`config.mk`:
```
export PLATFORM = sky130hd
export DESIGN_NAME = arf066b064e1r1w0cbbehsaa4acw_hs_tx
export DESIGN_NICKNAME = d
export VERILOG_FILES = /design/src/rtl/arf066b064e1r1w0cbbehsaa4acw_hs_pkg.sv /design/src/rtl/arf066b064e1r1w0cbbehsaa4acw_ctech_doublesync.sv /design/src/rtl/arf066b064e1r1w0cbbehsaa4acw_hs_tx.sv
export SDC_FILE = /design/constraint.sdc
export NUM_CORES = 1
export LEC_CHECK = 0
export CORE_MARGIN = 4
export CORE_UTILIZATION = 44
export CTS_CLUSTER_SIZE = 12
export DETAILED_ROUTE_END_ITERATION = 10
export PLACE_DENSITY = 0.86
export SETUP_SLACK_MARGIN = 0.15
export SYNTH_ARGS = -nofsm -noshare
export SYNTH_HDL_FRONTEND = slang
export SYNTH_HIERARCHICAL = 1
export SYNTH_SLANG_ARGS = --single-unit
```
`constraint.sdc`:
```
create_clock -name clk -period 3.4 [get_ports clk]
set_clock_uncertainty 0.1 [all_clocks]
set_input_delay 0.34 -clock clk [delete_from_list [all_inputs] [get_ports clk]]
set_output_delay 0.34 -clock clk [all_outputs]
set_load 0.01 [all_outputs]
```
`src/rtl/arf066b064e1r1w0cbbehsaa4acw_hs_pkg.sv`:
```
// Shared types and default sizing for the req/ack transmit crossing.
package arf066b064e1r1w0cbbehsaa4acw_hs_pkg;

  localparam int unsigned HS_DATA_W      = 66;
  localparam int unsigned HS_CNT_W       = 16;
  localparam int unsigned HS_TIMEOUT_CYC = 1024;
  localparam int unsigned SYNC_STAGES    = 2;

  typedef enum logic [1:0] {
    IDLE = 2'd0,
    REQ  = 2'd1,
    REL  = 2'd2
  } hs_tx_state_t;

endpackage

```
`src/rtl/arf066b064e1r1w0cbbehsaa4acw_ctech_doublesync.sv`:
```
// Multi-flop synchronizer cell for a single asynchronous level signal.
module arf066b064e1r1w0cbbehsaa4acw_ctech_doublesync
  import arf066b064e1r1w0cbbehsaa4acw_hs_pkg::*;
#(
  parameter int unsigned STAGES = SYNC_STAGES
) (
  input  logic d,
  input  logic clk,
  output logic o
);

  logic [STAGES-1:0] sync_q;

  // No reset: the chain must keep tracking the far side through a local reset.
  always_ff @(posedge clk) begin
    sync_q <= {sync_q[STAGES-2:0], d};
  end

  assign o = sync_q[STAGES-1];

endmodule

```
`src/rtl/arf066b064e1r1w0cbbehsaa4acw_hs_tx.sv`:
```
// Transmit end of a 4-phase req/ack crossing into an asynchronous consumer domain.
// Optional watchdog enabled by ARF066B064E1R1W0CBBEHSAA4ACW_HS_TX_TIMEOUT_EN.
module arf066b064e1r1w0cbbehsaa4acw_hs_tx
  import arf066b064e1r1w0cbbehsaa4acw_hs_pkg::*;
#(
  parameter int unsigned DATA_W      = HS_DATA_W,
  parameter int unsigned CNT_W       = HS_CNT_W,
  parameter int unsigned TIMEOUT_CYC = HS_TIMEOUT_CYC
) (
  input  logic              clk,
  input  logic              rst,
  input  logic              in_valid,
  output logic              in_ready,
  input  logic [DATA_W-1:0] in_data,
  output logic              tx_req,
  output logic [DATA_W-1:0] tx_data,
  input  logic              rx_ack,
  output logic              busy,
  output logic [CNT_W-1:0]  xfer_cnt,
  output logic              timeout_err
);

  hs_tx_state_t      state_q, state_d;
  logic              tx_req_q, tx_req_d;
  logic [DATA_W-1:0] tx_data_q, tx_data_d;
  logic [CNT_W-1:0]  xfer_cnt_q, xfer_cnt_d;
  logic              ack_s;
  logic              accept_c;
  logic              expire_c;

  arf066b064e1r1w0cbbehsaa4acw_ctech_doublesync #(
    .STAGES(SYNC_STAGES)
  ) u_ack_sync (
    .d  (rx_ack),
    .clk(clk),
    .o  (ack_s)
  );

  // A stale ack from the far side blocks any new request.
  assign in_ready = (state_q == IDLE) && !ack_s;
  assign accept_c = in_valid && in_ready;

`ifdef ARF066B064E1R1W0CBBEHSAA4ACW_HS_TX_TIMEOUT_EN
  localparam int unsigned      WAIT_W    = (TIMEOUT_CYC >= 2) ? $clog2(TIMEOUT_CYC) : 1;
  localparam logic [WAIT_W-1:0] WAIT_LAST = WAIT_W'(TIMEOUT_CYC - 1);

  logic [WAIT_W-1:0] wait_q, wait_d;
  logic              timeout_err_q, timeout_err_d;

  assign expire_c = (state_q != IDLE) && (wait_q == WAIT_LAST);

  // Wait counter restarts on every state change and runs only while handshaking.
  always_comb begin
    wait_d        = wait_q;
    timeout_err_d = timeout_err_q;
    if (state_d != state_q) begin
      wait_d = '0;
    end else if (state_q != IDLE) begin
      wait_d = wait_q + WAIT_W'(1);
    end
    if (expire_c) begin
      timeout_err_d = 1'b1;
    end
  end

  always_ff @(posedge clk) begin
    if (rst) begin
      wait_q        <= '0;
      timeout_err_q <= 1'b0;
    end else begin
      wait_q        <= wait_d;
      timeout_err_q <= timeout_err_d;
    end
  end

  assign timeout_err = timeout_err_q;
`else
  logic unused_timeout_cfg;

  assign unused_timeout_cfg = ^TIMEOUT_CYC;
  assign expire_c           = 1'b0;
  assign timeout_err        = 1'b0;
`endif

  // Handshake sequencing: capture on accept, drop req on ack, count on ack release.
  always_comb begin
    state_d    = state_q;
    tx_req_d   = tx_req_q;
    tx_data_d  = tx_data_q;
    xfer_cnt_d = xfer_cnt_q;
    case (state_q)
      IDLE: begin
        if (accept_c) begin
          state_d   = REQ;
          tx_req_d  = 1'b1;
          tx_data_d = in_data;
        end
      end
      REQ: begin
        if (ack_s) begin
          state_d  = REL;
          tx_req_d = 1'b0;
        end
      end
      REL: begin
        if (!ack_s) begin
          state_d    = IDLE;
          xfer_cnt_d = xfer_cnt_q + CNT_W'(1);
        end
      end
      default: begin
        state_d  = IDLE;
        tx_req_d = 1'b0;
      end
    endcase
    // Watchdog abort overrides the normal progression and is never counted.
    if (expire_c) begin
      state_d    = IDLE;
      tx_req_d   = 1'b0;
      xfer_cnt_d = xfer_cnt_q;
    end
  end

  always_ff @(posedge clk) begin
    if (rst) begin
      state_q    <= IDLE;
      tx_req_q   <= 1'b0;
      tx_data_q  <= '0;
      xfer_cnt_q <= '0;
    end else begin
      state_q    <= state_d;
      tx_req_q   <= tx_req_d;
      tx_data_q  <= tx_data_d;
      xfer_cnt_q <= xfer_cnt_d;
    end
  end

  assign tx_req   = tx_req_q;
  assign tx_data  = tx_data_q;
  assign xfer_cnt = xfer_cnt_q;
  assign busy     = (state_q != IDLE);

endmodule

```
# Yosys cells after proc, flatten, opt, wreduce, memory -nomap -nowiden
# Index checks and enable logic that the tools add are counted.
[op_classes]
n_eq_ne = 5
mul = 0
shift = 0
mux = 7
n_div = 0
n_reduce_logical = 9
bitwise_logic = 2
magnitude_cmp = 0
n_addsub = 1
[ops]
columns = ["cell", "n"]
rows = [
  ["16-bit by 1-bit adder with 16-bit output (second input constant)", 1],
  ["2-bit two-way mux", 3],
  ["2-bit case mux with 3 select lines", 1],
  ["3-bit AND reduction", 2],
  ["2-bit inequality test (second input constant)", 2],
  ["2-bit AND reduction", 2],
  ["1-bit case mux with 3 select lines", 1],
  ["2-bit by 1-bit equality test with 1-bit output (second input constant)", 1],
  ["2-bit equality test (second input constant)", 1],
  ["1-bit logical AND", 2],
  ["2-bit zero test", 1],
  ["1-bit two-way mux", 2],
  ["2-bit by 1-bit inequality test with 1-bit output (second input constant)", 1],
  ["1-bit NOT", 2],
  ["2-bit nonzero test", 1],
  ["1-bit zero test", 1],
]
[totals]
wordCells = 29
latchBits = 0
mem_count = 0
in_bits = 70
regBits = 87
ram_bits = 0
out_inout_bits = 86
romBits = 0

# Depth between registers and ports, before layout
# Gate-level depths: netlist of the first run.
[depth]
depth_word = 5
mapped_depth = 7
ltp_nobuf = 5

# By module
# Netlist of the first run, hierarchy kept.
[by_module_without_submodules]
columns = ["module", "area_each_um2", "cells_per_inst", "n_inst", "seq_area_each_um2"]
rows = [
  ["arf066b064e1r1w0cbbehsaa4acw_hs_tx", 3209.3, 390, 1, 1701.6],
  ["arf066b064e1r1w0cbbehsaa4acw_ctech_doublesync", 40.0, 2, 1, 40.0],
]

# Worst setup path after synthesis of the first run
# OpenSTA, ideal clock, no wires.
[synth_timing]
kind = "reg-to-reg"
startpoint = "reg xfer_cnt_q[0] (netlist: xfer_cnt[0])"
endpoint = "reg xfer_cnt_q[12] (netlist: xfer_cnt[12])"
setup_ns = 0.123
slack_ns = 1.710
arrival_ns = 1.466
t_required_ns = 3.177
stages_incl_launch_ff = 7
path_buffers = 1
synth_period_minus_slack_ns = 1.690
cell_sequence = "dfxtp_1 > ha_1 > nor4bb_1 > buf_2 > nand2_1 > nor3_2 > mux2_1"
[synth_via]
elab_chain_cells = 1
[synth_lines]
columns = ["element", "line_no", "source"]
rows = [
  ["start: declaration", "arf066b064e1r1w0cbbehsaa4acw_hs_tx.sv:26", "logic [CNT_W-1:0] xfer_cnt_q, xfer_cnt_d;"],
  ["start signal: assignment", "arf066b064e1r1w0cbbehsaa4acw_hs_tx.sv:134", "xfer_cnt_q <= xfer_cnt_d;"],
  ["16-bit by 1-bit adder with 16-bit output", "arf066b064e1r1w0cbbehsaa4acw_hs_tx.sv:108", "xfer_cnt_d = xfer_cnt_q + CNT_W'(1);"],
]
# Every way passes these cells.
# A chain may end at the register's enable or synchronous reset.

# Final worst setup path of the first run
[layout_timing]
startpoint = "reg state_q[0]"
endpoint = "out in_ready"
[layout_via]
elab_chain_cells = 2
[layout_lines]
columns = ["element", "line_no", "source"]
rows = [
  ["start: declaration", "arf066b064e1r1w0cbbehsaa4acw_hs_tx.sv:23", "hs_tx_state_t state_q, state_d;"],
  ["start signal: assignment", "arf066b064e1r1w0cbbehsaa4acw_hs_tx.sv:131", "state_q <= state_d;"],
  ["2-bit zero test", "arf066b064e1r1w0cbbehsaa4acw_hs_tx.sv:40", "assign in_ready = (state_q == IDLE) && !ack_s;"],
  ["1-bit logical AND", "arf066b064e1r1w0cbbehsaa4acw_hs_tx.sv:40", ""],
  ["end: declaration", "arf066b064e1r1w0cbbehsaa4acw_hs_tx.sv:13", "output logic in_ready,"],
]
# Every way passes these cells.

==> flow_summary_export.csv, run 1 <==
group,metric,value,unit
run_status,outcome,"finished, final reports clean",
floorplanning,dieHeight,93.9,microns
clock_network,htree_num_levels,3,
floorplanning,initial_utilization,45.0,%
routing,wire_per_inst,13.7,microns
yosys,synth_xor_area_share,2.96,%
power_and_ir_drop,p_leak,1.80,nW
job,drv_cap,0,
clock_network,ctsHoldBuffers,0,
yosys,muxShareOfSynthArea,2.04,%
clock_network,cts_setup_buffers,0,
setup_path,startpoint_type,"flop",
placement,port_buffers,154,
yosys,synth_compound_area_share,10.6,%
power_and_ir_drop,powerDensity,433,nW/um^2
setup_path,cp_slowest_cell,"clkdlybuf4s50_1",
finish,diodes,0,
setup_path,path_delay_family,"buffers and inverters",
grt,grt_usage,19.4,%
yosys,netlist_area,3250,sq um
power_and_ir_drop,max-vdd-ir-drop,310,uV
grt,grt_pass1_wl,13.7,mm
grt,grt_pass1_vias,3055,
sta,slew_viol_final,0,
setup_path,cp.required,2960,ps
yosys,async_reset_ff_share,0,%
setup_path,max_stage_delay,590,ps
routing,drc_errors,0,
routing,vias_per_cell,4.88,
routing,ant_nets,0,
yosys,syn_nets,463,
yosys,yosysWarnings,6,
routing,dr.pass1.iters,4,
sta,period_share,60.9,%
grt,antenna_found_initial,0,
clock_network,cts_inserted_buffers,9,
setup_path,crit_chain,"nor3_2, clkdlybuf4s50_1",
clock_network,cts_sinks,87,
yosys,synth_cell_type_count,28,
routing,drt_iter0_markers,64,
yosys,yosysSeqAreaShare,53.6,%
yosys,synth_top_area_share,53.6,%
sta,finalSetupTns,0,ps
floorplanning,die_area,8820,sq um
yosys,synth_area_per_cell,8.29,sq um
clock_network,cts-root-buf,"clkbuf_8",
yosys,synth_common_cells,"nand2_1, dfxtp_1, a21oi_1, nor2_1, clkbuf_1",
yosys,netlist_top_cells_area,"dfxtp_1, nand2_1, a21oi_1",
sta,rsz0062_at_grt,"no",
routing,vias,3108,
sta,fin_crit,2070,ps
sta,clock.fmax,483,MHz
clock_network,clk_pin_slew,80,ps
grt,grt_overflow_total,0,
worst_hold_path,min_path_type,"flop to flop",
floorplanning,die_x,93.9,microns
setup_path,critPathBufInv,1,
routing,drt-total-wl,8.73,mm
clock_network,cts_tree,"done",
grt,grt_max_degree,67,
yosys,yosysTopAreaCell,"dfxtp_1",
sta,slew_headroom,22.5,%
setup_path,worst_ep_arrival_time,1630,ps
clock_network,clk_latency,340,ps
floorplanning,core_area,7210,sq um
yosys,synth_most_common_cell,"nand2_1",
yosys,ys.flop_type,"dfxtp_1",
yosys,synthSimpleGateAreaFrac,25.1,%
floorplanning,ioPinCount,156,
sta,setup-violations-final,0,
setup_path,criticalPathCategory,"flop to primary output",
finish,syn2layout_area_growth,54.1,%
floorplanning,rows,31,
setup_path,cp_max_fo,8,
setup_path,worstSetupEndpointType,"primary output",
placement,hpwl,6.43,mm
yosys,synth_top_family_by_area,"simple AND/OR/NAND/NOR gates",
sta,finalHoldViolations,0,
clock_network,cts.path.max_buffers,2,
yosys,netlist_instances,392,
yosys,synth_edf_count,0,
yosys,yosys.area_share.adder,0.385,%
placement,gp_congestion,0.738,
finish,nets,604,
placement,place_area,4780,sq um
finish,drive_above_1_share,5.58,%
yosys,ys_seq_elements,87,
finish,design_area,5010,sq um
clock_network,cts-resized-gates,0,
sta,worst_slew_pin_slew,1160,ps
cell usage in the layout (no fill, tap or decap), drive strengths merged:
cell type        n
a21oi           67
and2             2
and3             2
and4             2
buf              5
bufinv           2
clkbuf          11
clkdlybuf4s50  153
clkinv           1
clkinvlp         2
conb             1
dfxtp           87
ha               1
mux2             5
mux2i            1
nand2          140
nand2b           1
nand3            4
nand4            4
nor2            20
nor2b            6
nor3             4
nor3b            2
nor4bb           1
o21ai            2
or2              1
xnor2            3
xor2             8
area by class of cell:
type | count | area [sq um]
Fill cell | 576 | 2210
Sequential cell | 87 | 1740
Timing Repair Buffer | 158 | 1570
Multi-Input combinational cell | 277 | 1350
Clock buffer | 11 | 151
Tap cell | 99 | 124
Clock inverter | 5 | 80.1
flip-flops by register name, indices dropped and copies added, names as in the netlist:
signal,count
state_q,2
tx_data,66
tx_req,1
u_ack_sync/sync_q,2
xfer_cnt,16
per-layer routing:
metal  track usage (%)  routed length, microns  up-vias
li1                  -                       -     1543
met1              22.1                    3520     1438
met2              34.8                    4440      110
met3              4.01                     579       17
met4              8.54                     182        0
met5                 0                       0        -
logic make-up after synthesis:
| group | Yosys count |
|---|---|
| other cells | 1 |
| flops | 87 |
| mux | 6 |
| buf+inv | 28 |
| fa+ha+maj | 1 |
| xor+xnor | 11 |
| compound gates | 69 |
| simple gates | 189 |
metrics by stage:
step	hold WS [ps]	std cells	worst slack [ps]	power (mW)	utilization (%)
finish	235	637	1330	2.17	69.4
global route	245	637	1180	2.26	69.4
CTS	236	637	1320	2.19	69.4
detailed placement	218	621	1180	1.39	66.2
global placement	213	621	1260	1.38	66.2
floorplan	210	392	1710	1.22	-
worst register-to-register path: stages, from the launching register on:
cell	delay, ps
dfxtp_1	410
nor3_2	290
nand2_2	680
nand2_1	340
a21oi_1	90
path summary, 6_finish.rpt:
kind / start / to / slack, ps / depth (start not counted)
worst max-delay path: state_q[0] / in_ready / 1330 / 2
worst min-delay path: u_ack_sync/sync_q[0] / u_ack_sync/sync_q[1] / 230 / 0
worst max register to register: state_q[0] / tx_data[37] / 1380 / 4
worst min register to register: u_ack_sync/sync_q[0] / u_ack_sync/sync_q[1] / 230 / 0
report_power, final:
group / switching, mW / total [mW] / internal (mW)
clock: 0.349 / 0.802 / 0.452
sequential: 0.0228 / 1.08 / 1.06
combinational: 0.121 / 0.284 / 0.163
No activity file was read; power rests on OpenSTA's default activity.
==> run 2: changes to the inputs <==
Settings changed: CORE_UTILIZATION 44 to 37, PLACE_DENSITY 0.86 to 0.77.
Clock period 3.4 ns to 1.9 ns, I/O delays scaled along.
==> flow_summary_export.csv, run 2 (same netlist as run 1, synthesis figures left out) <==
group,metric,value,unit
run_status,outcome,"finished, final reports clean",
setup_path,path_delay_family,"simple AND/OR/NAND/NOR gates",
power_and_ir_drop,comb_power_share,13.6,%
routing,wire_per_inst,13.7,microns
worst_hold_path,worstHoldPathCells,2,
floorplanning,die_area,10300,sq um
grt,grt_pass1_wl,14.0,mm
sta,fin_crit,1680,ps
setup_path,criticalPathCategory,"flop to flop",
grt,grt_overflow_total,0,
clock_network,cts_sinks,87,
sta,slew_viol_final,0,
power_and_ir_drop,switching_share,22.5,%
grt,antenna_found_initial,0,
setup_path,cp_max_fo,4,
worst_hold_path,min_path_type,"input pin to flop",
worst_hold_path,holdPathEnd,"xfer_cnt[6]",
clock_network,clk_latency,330,ps
placement,place_ws,160,ps
power_and_ir_drop,p_switching,0.861,mW
sta,period_share,88.7,%
finish,nets,613,
clock_network,ctsHoldBuffers,0,
placement,port_buffers,154,
sta,finalHoldViolations,0,
finish,final_cell_mix,"clkdlybuf4s50_1, nand2_1, dfxtp_1",
floorplanning,die_x,102,microns
floorplanning,core_area,8380,sq um
setup_path,worst_ep_arrival_time,1820,ps
grt,grt_max_degree,46,
placement,gp_congestion,0.742,
clock_network,htree_num_levels,3,
sta,setup-violations-final,0,
power_and_ir_drop,power,3.83,mW
finish,drive_above_1_share,7.51,%
power_and_ir_drop,p_clk_share,35.9,%
power_and_ir_drop,p_seq_share,50.5,%
routing,vias_per_cell,4.75,
setup_path,r2r_end,"xfer_cnt[12]",
setup_path,rrSetupSlack,220,ps
routing,dr.pass1.iters,4,
setup_path,critPathBufInv,1,
routing,drt-total-wl,8.91,mm
routing,ant_nets,0,
placement,place_area,4850,sq um
setup_path,ff2ff_path_depth,6,
floorplanning,ioPinCount,156,
setup_path,startpoint_type,"flop",
routing,drt_iter0_markers,64,
setup_path,cp.required,2030,ps
grt,grt_usage,16.8,%
power_and_ir_drop,p_leak,1.85,nW
floorplanning,initial_utilization,38.8,%
setup_path,r2r-start,"xfer_cnt[0]",
finish,largest_reg_flops,66,
sta,clock.fmax,594,MHz
clock_network,cts.path.max_buffers,2,
setup_path,crit_chain,"ha_1, nor4bb_2, buf_4, nand2_1, nor3_2, mux2_4",
floorplanning,rows,33,
finish,design_area,5100,sq um
clock_network,cts_tree,"done",
power_and_ir_drop,internal_power,2.97,mW
finish,syn2layout_area_growth,57.1,%
floorplanning,dieHeight,102,microns
clock_network,cts-root-buf,"clkbuf_8",
sta,finalSetupTns,0,ps
power_and_ir_drop,max-vdd-ir-drop,473,uV
clock_network,clk_pin_slew,80,ps
setup_path,max_stage_delay,350,ps
placement,hpwl,6.38,mm
routing,vias,3091,
worst_hold_path,min_from,"rst",
sta,rsz0062_at_grt,"no",
finish,final_common_cell,"clkdlybuf4s50_1",
setup_path,cp_slowest_cell,"dfxtp_4",
setup_path,worstSetupEndpointType,"flop",
job,drv_cap,0,
sta,fin_ws,215,ps
finish,fillers,744,
routing,drc_errors,0,
grt,grt_pass1_vias,3057,
finish,diodes,0,
power_and_ir_drop,powerDensity,750,nW/um^2
clock_network,cts_inserted_buffers,9,
-- run 2: routing by layer --
layer	vias to the layer above	share of wire, %	track usage [%]
met5	-	0	0
met2	103	48	28.1
met1	1412	41	19.5
li1	1558	-	-
met4	0	2.1	6.95
met3	18	8.4	5.79
-- run 2: final cells by class --
cell class | count | area (sq um) | share of cell area, %
clock buffer | 12 | 145 | 2.84
clock inverter | 3 | 67.6 | 1.32
multi-input combinational | 277 | 1360 | 26.6
sequential | 87 | 1750 | 34.2
tap | 105 | 131 | 2.57
timing repair buffer | 167 | 1660 | 32.5
-- run 2: worst max path at each step --
stage	from	to	slack, ps	cells past startpoint
after global routing	xfer_cnt[0]	xfer_cnt[12]	120	6
after CTS	xfer_cnt[0]	xfer_cnt[12]	150	6
final	xfer_cnt[0]	xfer_cnt[12]	220	6
after global placement	xfer_cnt[0]	xfer_cnt[12]	230	6
after detailed placement	xfer_cnt[0]	xfer_cnt[12]	160	6
after floorplan	xfer_cnt[0]	xfer_cnt[12]	210	6
-- run 2: stage by stage --
stage	cells	util, %	hold slack, ps
2_1_floorplan	392	-	118
5_1_grt	651	60.9	81.3
3_5_place_dp	633	57.9	214
4_1_cts	648	60.4	82.6
3_3_place_gp	633	57.9	213
6_report	651	60.9	90.6
-- run 2: timing repair --
action,4_1_cts,5_1_grt
pin swaps,0,1
cloned,0,0
setup buffers,0,3
setup endpoints to repair,2,2
resized for setup,3,5
-- run 2: power groups by stage --
stage	Clock [mW]	Combinational (mW)	Sequential, mW
after floorplan	0	0.175	2.01
after global placement	0	0.516	1.97
after detailed placement	0	0.525	1.98
after CTS	1.42	0.525	1.94
after global routing	1.50	0.564	1.94
final	1.37	0.519	1.93
